**src/rtl/int_addsub_pipe.sv**
```systemverilog
// Pipelined integer add/subtract unit with tag tracking, status flags,
// elastic backpressure toward the CDB and single-cycle flush.
module int_addsub_pipe #(
    parameter int unsigned WIDTH  = 32,
    parameter int unsigned STAGES = 2,
    parameter int unsigned TAG_W  = 4
) (
    input  logic             clk,
    input  logic             rst,
    input  logic             flush,
    input  logic             in_valid,
    output logic             in_ready,
    input  logic             in_sub,
    input  logic [WIDTH-1:0] in_a,
    input  logic [WIDTH-1:0] in_b,
    input  logic [TAG_W-1:0] in_tag,
    output logic             out_valid,
    input  logic             out_ready,
    output logic [WIDTH-1:0] out_result,
    output logic             out_carry,
    output logic             out_ovf,
    output logic             out_zero,
    output logic [TAG_W-1:0] out_tag
);

    logic [WIDTH-1:0]  w_bx;
    logic [WIDTH:0]    w_sum;
    logic              w_ovf;
    logic              w_take;
    logic              w_accept;
    logic [STAGES-1:0] w_adv;

    logic [STAGES-1:0] r_valid;
    logic [WIDTH-1:0]  r_result [STAGES];
    logic              r_carry  [STAGES];
    logic              r_ovf    [STAGES];
    logic              r_zero   [STAGES];
    logic [TAG_W-1:0]  r_tag    [STAGES];

    // Subtract is A + ~B + 1; the carry-in comes from the mode bit.
    assign w_bx  = in_b ^ {WIDTH{in_sub}};
    assign w_sum = {1'b0, in_a} + {1'b0, w_bx} + {{WIDTH{1'b0}}, in_sub};
    assign w_ovf = (in_a[WIDTH-1] == w_bx[WIDTH-1]) & (w_sum[WIDTH-1] != in_a[WIDTH-1]);

    // A stage may load when it, or any stage after it, is empty, or the CDB drains.
    always_comb begin
        w_adv = '0;
        for (int k = 0; k < STAGES; k++) begin
            w_adv[k] = out_ready;
            for (int j = k; j < STAGES; j++) begin
                if (!r_valid[j]) begin
                    w_adv[k] = 1'b1;
                end
            end
        end
    end

    assign in_ready = w_adv[0] | flush;
    assign w_take   = in_valid & in_ready;
    assign w_accept = w_take & ~flush;

    always_ff @(posedge clk) begin
        if (rst) begin
            r_valid <= '0;
            for (int k = 0; k < STAGES; k++) begin
                r_result[k] <= '0;
                r_carry[k]  <= 1'b0;
                r_ovf[k]    <= 1'b0;
                r_zero[k]   <= 1'b0;
                r_tag[k]    <= '0;
            end
        end else begin
            if (w_adv[0]) begin
                r_valid[0] <= w_accept;
                if (w_take) begin
                    r_result[0] <= w_sum[WIDTH-1:0];
                    r_carry[0]  <= w_sum[WIDTH];
                    r_ovf[0]    <= w_ovf;
                    r_zero[0]   <= (w_sum[WIDTH-1:0] == '0);
                    r_tag[0]    <= in_tag;
                end
            end
            for (int k = 1; k < STAGES; k++) begin
                if (w_adv[k]) begin
                    r_valid[k] <= r_valid[k-1];
                    if (r_valid[k-1]) begin
                        r_result[k] <= r_result[k-1];
                        r_carry[k]  <= r_carry[k-1];
                        r_ovf[k]    <= r_ovf[k-1];
                        r_zero[k]   <= r_zero[k-1];
                        r_tag[k]    <= r_tag[k-1];
                    end
                end
            end
            // Squash overrides every load above; payload registers keep stale data.
            if (flush) begin
                r_valid <= '0;
            end
        end
    end

    assign out_valid  = r_valid[STAGES-1];
    assign out_result = r_result[STAGES-1];
    assign out_carry  = r_carry[STAGES-1];
    assign out_ovf    = r_ovf[STAGES-1];
    assign out_zero   = r_zero[STAGES-1];
    assign out_tag    = r_tag[STAGES-1];

endmodule

```
**config.mk**
```make
export PLATFORM = sky130hd
export DESIGN_NAME = int_addsub_pipe
export DESIGN_NICKNAME = d
export VERILOG_FILES = /design/src/rtl/int_addsub_pipe.sv
export SDC_FILE = /design/constraint.sdc
export NUM_CORES = 1
export LEC_CHECK = 0
export ABC_CLOCK_PERIOD_IN_PS = 5200
export BUFFER_PORTS_ARGS = -buffer_cell sky130_fd_sc_hd__buf_2
export CORE_AREA = 2 2 122 124
export CTS_CLUSTER_DIAMETER = 50
export DETAILED_ROUTE_END_ITERATION = 6
export DIE_AREA = 0 0 124 126
export PLACE_DENSITY = 0.58
export SYNTH_ARGS = -nofsm -noshare
export SYNTH_HDL_FRONTEND = slang
export SYNTH_SLANG_ARGS = --single-unit
```
**constraint.sdc**
```tcl
create_clock -name clk -period 5.2 [get_ports clk]
set_input_delay 0.26 -clock clk [delete_from_list [all_inputs] [get_ports clk]]
set_output_delay 0.26 -clock clk [all_outputs]
set_load 0.05 [all_outputs]
```
==> flow_metrics.tcl, run 1 <==
set metrics [dict create \
    route.layer.met1.wl_um 5650 \
    wl_met3_um 586 \
    ioPinCount 115 \
    postCtsSetupRepairBufs 0 \
    max_cap_violations 0 \
    crit_type "input port to register" \
    powerDensity_nw_per_um2 314 \
    wire_per_inst_um 13.7 \
    seq_area_frac_synth_pct 42.7 \
    numCtsBuffers 9 \
    overflow 0 \
    synthArstFlopShare_pct 0 \
    timing.rr.end "r_zero[0][0]$_SDFFCE_PN0P_" \
    cts_tree "done" \
    clock_sinks 80 \
    ys.flop_type "edfxtp_1" \
    dr.pass1.iters 4 \
    start_util_pct 39.0 \
    grt_max_degree 50 \
    dieArea_um2 15600 \
    wl_um 10900 \
    ys_ff_latch 80 \
    drcViolationCount 0 \
    drt_iter0_markers 178 \
    totalNegativeSetupSlack_ns 0 \
    required_ns 5.39 \
    crit_path_start_kind "input port" \
    holdPathEnd "r_valid[0]$_SDFFE_PP0P_" \
    nFillCells 1425 \
    reg2reg_from "r_valid[0]$_SDFFE_PP0P_" \
    leakagePower_nw 2.72 \
    grtUsageTotal_pct 14.2 \
    fin_skew_ns 0.00521 \
    core-area_um2 14300 \
    finalCritPeriodShare_pct 69.3 \
    row_count 44 \
    htreeDepth 3 \
    die_y_um 126 \
    final_max_slew_viol_count 0 \
    dp_cells 782 \
    ys_warn_count 0 \
    syn_nets 649 \
    holdBufCountCts 0 \
    area_growth_pct 12.4 \
    finalHoldViolations 0 \
    first_global_vias 3829 \
    synth.distinct_cells 70 \
    slew_headroom_pct 26.8 \
    cts_resized 0 \
    vias 3902 \
    grt_setup_unrepaired "false" \
    worstHoldPathCells 2 \
    cts_buffer_depth 2 \
    worst_slew_pin_slew_ns 1.10 \
    syn_area_um2 5580 \
    antenna_found_initial 0 \
    worstHoldPathType "input port to register" \
    io_buffers 114 \
    clk_pin_slew_ns 0.06 \
    dr.max_layer_used "met4" \
    synth.avg_cell_area_um2 10.3 \
    fmax_mhz 277 \
    fin_cells 797 \
    final_common_cell "buf_2" \
    gp_congestion 0.861 \
    worst_slack_ns 1.60 \
    cp.arrival_ns 3.79 \
    synth-edff-count 78 \
    grt_pass1_wl_um 17900 \
    drive_above_1_share_pct 25.0 \
    rr_worst_depth 10 \
    final_cell_mix "buf_2, edfxtp_1, and2_1" \
    path_max_fanout 32 \
    die_x_um 124 \
    period_needed_ns 3.60 \
    netlist_instances 540 \
    num_antenna_cells 0 \
    min_from "flush" \
    peakVddDrop_mv 0.138 \
    reg2reg_slack_ns 1.99 \
    antenna_left 0 \
    pre_cts_ws_ns 1.22 \
    finalSetupViolCount 0 \
    viasPerCell 4.90 \
    layout.nets 718 \
    status "completed" \
    wl_met2_um 4510 \
    root_buffer "clkbuf_16" \
    clock_latency_ns 0.32 \
    dp_hpwl_um 8490 \
    crit_path_end_kind "register" \
]
kinds of logic (layout without fill, tap and decap cells):
logic type	count (synthesis)	count (layout)	synth area share, %
simple gates	178	178	17.3
compound gates	114	114	14.5
flops	80	80	42.7
buf+inv	75	148	8.17
xor+xnor	54	54	8.48
fa+ha+maj	35	35	7.99
mux	4	4	0.808
power breakdown:
group	internal [W]	total (W)	switching, W
registers	0.000781	0.000793	0.0000123
logic	0.000234	0.000643	0.000409
clock network	0.000317	0.000529	0.000211
total	0.00133	0.00196	0.000633
synthesized netlist by cell type (4+ instances only):
cell	n	area share [%]
a21o_1	10	1.3
a21oi_1	33	3.0
a21oi_2	6	0.94
a31oi_1	5	0.56
and2_1	53	5.9
and3_1	4	0.45
buf_4	39	5.3
clkbuf_1	14	0.94
edfxtp_1	78	42
ha_1	34	7.6
inv_1	16	1.1
nand2_1	26	1.8
nand2b_1	5	0.56
nand3_1	10	0.90
nand4_1	6	0.67
nor2_1	36	2.4
nor2b_1	4	0.45
nor3_1	15	1.3
o21ai_0	9	0.81
o21ai_1	10	0.90
o21bai_1	7	0.94
xnor2_1	13	2.0
xor2_1	41	6.4
stage by stage:
step                      hold WS [ns]  total power, W  area [um^2]  util [%]
after floorplan                  0.333         0.00133         5580         -
after global placement           0.448         0.00144         6020      42.0
after detailed placement         0.458         0.00145         6020      42.0
after CTS                        0.108         0.00198         6260      43.8
after global routing             0.128         0.00208         6260      43.8
final                            0.130         0.00196         6260      43.8
sequential cells by signal, summed over array words and instances, names as in the netlist:
name	count
r_result	64
r_tag	8
r_carry	2
r_ovf	2
r_valid	2
r_zero	2
layout make-up:
class                      count  area, um^2  share of cell area [%]
clock inverter                 2        7.51                   0.120
clock buffer                  13         240                    3.83
inverter                      17        65.1                    1.04
timing repair buffer         116         586                    9.35
sequential                    80        2380                    38.0
multi-input combinational    385        2750                    44.0
tap                          184         230                    3.67
worst max-delay path: stages:
cell and delay [ns]:
buf_2 0.62, xor2_1 0.26, inv_1 0.10, fa_1 0.43, nor2b_1 0.20, o211ai_2 0.14, a31oi_1 0.34, xnor2_1 0.19
o21ai_1 0.12, nor4b_2 0.26, nand4_1 0.15, nor4bb_1 0.31, and4_1 0.22, o2111a_1 0.19
how the worst max path moves through the flow:
stage,end,depth (start not counted),start,slack (ns)
floorplan,r_zero[0][0]$_SDFFCE_PN0P_,15,in_sub,1.74
global placement,r_zero[0][0]$_SDFFCE_PN0P_,13,in_sub,1.25
detailed placement,r_zero[0][0]$_SDFFCE_PN0P_,13,in_sub,1.22
CTS,r_zero[0][0]$_SDFFCE_PN0P_,13,in_sub,1.56
global route,r_zero[0][0]$_SDFFCE_PN0P_,13,in_sub,1.30
finish,r_zero[0][0]$_SDFFCE_PN0P_,14,in_sub,1.60
routing by layer:
layer	track usage [%]	vias to the layer above
met1	21.6	1737
met5	0	-
li1	-	2038
met4	4.56	0
met2	20.8	114
met3	2.04	13
No activity file was read; power rests on OpenSTA's default activity.
==> run 2: changes to the inputs <==
ABC_CLOCK_PERIOD_IN_PS = 3220   (was 5200)
PLACE_DENSITY = 0.6   (was 0.58)
clock period = 3.22 ns   (was 5.2 ns; I/O delays follow)
==> run 2 against run 1 <==
Compared with the run above: combinational power is 90% higher; sequential power grew 61%; sequential share of layout area shrank 2.8 points; cell count increased by 7.5%; die area unchanged.
==> flow_metrics.tcl, run 2 (same netlist as run 1, synthesis figures left out) <==
set metrics [dict create \
    numCtsBuffers 9 \
    grt_max_degree 50 \
    fin_skew_ns 0.00330 \
    dieArea_um2 15600 \
    postCtsSetupRepairBufs 0 \
    crit_path_start_kind "input port" \
    period_needed_ns 2.96 \
    powerDensity_nw_per_um2 510 \
    clock_sinks 80 \
    clock_latency_ns 0.33 \
    grt_pass1_wl_um 18500 \
    grtUsageTotal_pct 14.8 \
    reg_top3 "r_result x64, r_tag x8" \
    final_cell_mix "buf_2, edfxtp_1, buf_4" \
    status "completed" \
    overflow 0 \
    io_buffers 114 \
    nFillCells 1361 \
    cp_cell_sequence "buf_2 > buf_4 > xor2_1 > ha_1 > a21oi_2 > o21ai_0 > a31oi_1 > buf_4 > nand2_1 > xnor2_1 > nor4b_2 > nand4_1 > nor4bb_2 > and4_1 > o2111a_1" \
    slowest_delay_ns 0.36 \
    slew_headroom_pct 26.7 \
    area_growth_pct 21.5 \
    die_y_um 126 \
    root_buffer "clkbuf_16" \
    wl_um 11200 \
    wire_per_inst_um 13.1 \
    finalSetupViolCount 0 \
    cts_tree "done" \
    ioPinCount 115 \
    dp_hpwl_um 9040 \
    drt_iter0_markers 236 \
    crit_type "input port to register" \
    antenna_left 0 \
    cp_slowest_cell "ha_1" \
    viasPerCell 4.75 \
    holdWs_ns 0.0177 \
    start_util_pct 39.0 \
    gp_congestion 0.870 \
    holdBufCountCts 0 \
    dr.pass1.iters 4 \
    final_max_slew_viol_count 0 \
    first_global_vias 3934 \
    drcViolationCount 0 \
    worst_slack_ns 0.258 \
    num_antenna_cells 0 \
    cts_resized 0 \
    totalNegativeSetupSlack_ns 0 \
    final_common_cell "buf_2" \
    cts_buffer_depth 2 \
    path_max_fanout 6 \
    final_cell_area_um2 6770 \
    clk_pin_slew_ns 0.06 \
    leakagePower_nw 3.03 \
    layout.nets 777 \
    worstHoldPathType "input port to register" \
    finalHoldViolations 0 \
    cp_common_cell "buf_4" \
    largest_register_ff_count 64 \
    placed_cell_area_um2 6470 \
    fmax_mhz 338 \
    antenna_found_initial 0 \
    grt_setup_unrepaired "false" \
    finalCritPeriodShare_pct 92.0 \
    peakVddDrop_mv 0.189 \
    crit_path_end_kind "register" \
    die_x_um 124 \
    cp.arrival_ns 3.16 \
    vias 4073 \
    pre_cts_ws_ns -0.0705 \
    regMostFlops "r_result" \
    drive_above_1_share_pct 32.4 \
    required_ns 3.42 \
    core-area_um2 14300 \
    max_cap_violations 0 \
    worst_slew_pin_slew_ns 1.10 \
    row_count 44 \
    htreeDepth 3 \
]
[run 2: cell count changes in the layout (fill, tap and decap cells not counted)]
cell | before | now
clkinv_2 | 1 | 3
nor4_2 | 0 | 1
nor4bb_2 | 0 | 1
bufinv_16 | 0 | 1
nor4bb_1 | 1 | 0
buf_12 | 0 | 1
a31oi_2 | 0 | 1
buf_4 | 2 | 60
a31oi_1 | 5 | 4
clkbuf_1 | 4 | 2
nor4_1 | 3 | 2
[run 2: where the power goes]
group          internal (W)  total (W)  switching [W]
combinational      0.000526    0.00122       0.000693
sequential          0.00126    0.00128      0.0000200
clock              0.000592   0.000950       0.000358
total               0.00238    0.00345        0.00107
[run 2: cell type report]
type	instances	area (um^2)	share of cell area, %
Sequential cell	80	2380	35.2
Clock inverter	5	47.5	0.702
Timing Repair Buffer	175	1040	15.4
Tap cell	184	230	3.40
Clock buffer	11	233	3.44
Inverter	17	65.1	0.961
Multi-Input combinational cell	385	2770	40.9
[run 2: per-layer routing]
layer	global-route usage [%]	share of wire, %	up-vias
li1	-	-	2164
met1	22.8	53	1790
met2	21.0	41	111
met3	2.17	5.3	8
met4	4.76	1.0	0
met5	0	0	-
[run 2: final timing paths]
path                                               from                    endpoint  slack, ns  depth (start not counted)
worst min-delay path                              flush     r_valid[0]$_SDFFE_PP0P_       0.02                          2
worst min register to register  r_valid[0]$_SDFFE_PP0P_     r_valid[1]$_SDFFE_PP0N_       0.48                          2
worst max register to register  r_valid[0]$_SDFFE_PP0P_  r_zero[0][0]$_SDFFCE_PN0P_       0.46                         10
worst max-delay path                             in_sub  r_zero[0][0]$_SDFFCE_PN0P_       0.26                         15
[run 2: stage by stage]
| step | std cells | power, W | utilization (%) |
|---|---|---|---|
| final | 857 | 0.00345 | 47.3 |
| after global routing | 857 | 0.00365 | 47.3 |
| after CTS | 857 | 0.00348 | 47.2 |
| after detailed placement | 841 | 0.00252 | 45.2 |
| after global placement | 841 | 0.00252 | 45.2 |
| after floorplan | 540 | 0.00214 | - |
[run 2: critical path, delay by kind of cell]
| family | cells | cell delay, ns |
|---|---|---|
| AND/OR/NAND/NOR | 5 | 1.02 |
| AO/OA/AOI/OAI | 4 | 0.78 |
| buffers and inverters | 3 | 0.46 |
| XOR/XNOR | 2 | 0.38 |
| adder cells (fa/ha/maj) | 1 | 0.36 |
==> run 3: changes to the inputs <==
CORE_AREA = 2 2 109 111   (was 2 2 122 124)
DIE_AREA = 0 0 111 113   (was 0 0 124 126)
PLACE_DENSITY = 0.74   (was 0.6)
==> run 3 against run 2 <==
Compared with the run above: critical path depth is the same; total power shrank 0.90%; maximum frequency shrank 0.97%; die area shrank 20%; hold slack gained 0.013 ns; routed wire length shrank 2.5%; critical endpoint unchanged; largest cell class unchanged; largest power group unchanged; highest routed layer unchanged.
==> flow_metrics.tcl, run 3 (same netlist as run 1, synthesis figures left out) <==
set metrics [dict create \
    required_ns 3.29 \
    peakVddDrop_mv 0.358 \
    die_x_um 111 \
    start_util_pct 49.5 \
    layout.nets 770 \
    dp_hpwl_um 8800 \
    row_count 39 \
    grtUsageTotal_pct 18.2 \
    postCtsSetupRepairBufs 0 \
    finalSetupViolCount 0 \
    antenna_left 0 \
    path_max_fanout 14 \
    power.total_w 0.00342 \
    powerDensity_nw_per_um2 510 \
    dieArea_um2 12500 \
    clock_sinks 80 \
    wire_per_inst_um 13.5 \
    crit_path_end_kind "register" \
    clock_latency_ns 0.32 \
    pre_cts_ws_ns -0.130 \
    largest_register_ff_count 64 \
    io_buffers 114 \
    cp_num_buf_inv 3 \
    worstHoldPathType "input port to register" \
    cp_cell_sequence "clkbuf_4 > buf_12 > xor2_1 > ha_1 > a21o_1 > o21bai_1 > o32ai_1 > buf_4 > a31oi_4 > mux2i_1 > or4_4 > o21ai_2 > nor4bb_2 > and4_1 > o2111a_1" \
    worst_slew_pin_slew_ns 1.08 \
    dr.pass1.iters 5 \
    nFillCells 956 \
    drt_iter0_markers 250 \
    cp_slowest_cell "or4_4" \
    cts_tree "done" \
    vias 4201 \
    fmax_mhz 334 \
    final_common_cell "buf_2" \
    gp_congestion 0.892 \
    overflow 0 \
    status "completed" \
    reg_top3 "r_result x64, r_tag x8" \
    max_cap_violations 0 \
    clk_pin_slew_ns 0.05 \
    first_global_vias 4071 \
    cts_buffer_depth 2 \
    met1_usage_pct 26.3 \
    period_needed_ns 2.99 \
    grt_max_degree 50 \
    cp.arrival_ns 3.06 \
    fin_util_pct 59.5 \
    gr-usage-met2_pct 28.5 \
    drcViolationCount 0 \
    worst_slack_ns 0.229 \
    wl_um 10900 \
    htreeDepth 3 \
    grt_setup_unrepaired "false" \
    grt_pass1_wl_um 19000 \
    die_y_um 113 \
    totalNegativeSetupSlack_ns 0 \
    viasPerCell 5.20 \
    ioPinCount 115 \
    root_buffer "clkbuf_16" \
    num_antenna_cells 0 \
    antenna_found_initial 0 \
    leakagePower_nw 3.01 \
    core-area_um2 11300 \
    fin_skew_ns 0.00281 \
    finalCritPeriodShare_pct 92.9 \
    numCtsBuffers 9 \
    final_max_slew_viol_count 0 \
    slowest_delay_ns 0.56 \
    regMostFlops "r_result" \
    area_growth_pct 20.2 \
    finalHoldViolations 0 \
    crit_path_start_kind "input port" \
    crit_family "compound AO/OA/AOI/OAI gates" \
    crit_type "input port to register" \
    drive_above_1_share_pct 32.2 \
    grt_use_met3_pct 2.84 \
    grt.busiest_layer "met2" \
    final_cell_mix "buf_2, edfxtp_1, and2_1" \
    slew_headroom_pct 27.8 \
]
## run 3: layout make-up
| cell class | count | area (um^2) | area share [%] |
|---|---|---|---|
| Multi-Input combinational cell | 385 | 2800 | 41.7 |
| Sequential cell | 80 | 2380 | 35.5 |
| Timing Repair Buffer | 168 | 1000 | 15.0 |
| Clock buffer | 10 | 229 | 3.42 |
| Tap cell | 143 | 179 | 2.67 |
| Inverter | 17 | 65.1 | 0.971 |
| Clock inverter | 5 | 48.8 | 0.728 |
## run 3: where the power goes
| group | internal [W] | total, W | switching [W] |
|---|---|---|---|
| Combinational | 0.000504 | 0.00120 | 0.000692 |
| Clock | 0.000588 | 0.000941 | 0.000353 |
| Sequential | 0.00126 | 0.00128 | 0.0000213 |
## run 3: metrics by stage
stage               std cells  instance area, um^2  hold slack, ns
floorplan                 540                 5580           0.234
detailed placement        793                 6380           0.360
global route              808                 6700          0.0275
CTS                       808                 6660          0.0174
finish                    808                 6700          0.0309
global placement          793                 6380           0.349
## run 3: worst paths after layout
kind / from / endpoint / slack [ns] / depth (start not counted)
worst max-delay path: in_sub / r_zero[0][0]$_SDFFCE_PN0P_ / 0.23 / 15
worst min-delay path: flush / r_valid[1]$_SDFFE_PP0N_ / 0.03 / 2
worst max register to register: r_valid[0]$_SDFFE_PP0P_ / r_zero[0][0]$_SDFFCE_PN0P_ / 0.45 / 10
worst min register to register: r_valid[0]$_SDFFE_PP0P_ / r_valid[1]$_SDFFE_PP0N_ / 0.49 / 2
## run 3: repair_timing
action                     CTS  global route
setup endpoints to repair    0             1
resized for setup            0             8
hold buffers                 0             0
## run 3: routing by layer
layer,share of wire (%),wire length (um)
met5,0,0
met4,1.1,123
met3,5.1,553
met2,44,4860
met1,49,5390
## run 3: worst reg2reg max path, cell delays in order (launching register included)
cell      delay, ns
dfxtp_1        0.33
and3b_1        0.27
or3_1          0.40
nor3_1         0.22
o2111a_1       0.21
o31ai_1        0.09
nor4b_2        0.22
nand4_1        0.16
nor4bb_2       0.30
and4_1         0.22
o2111a_1       0.19
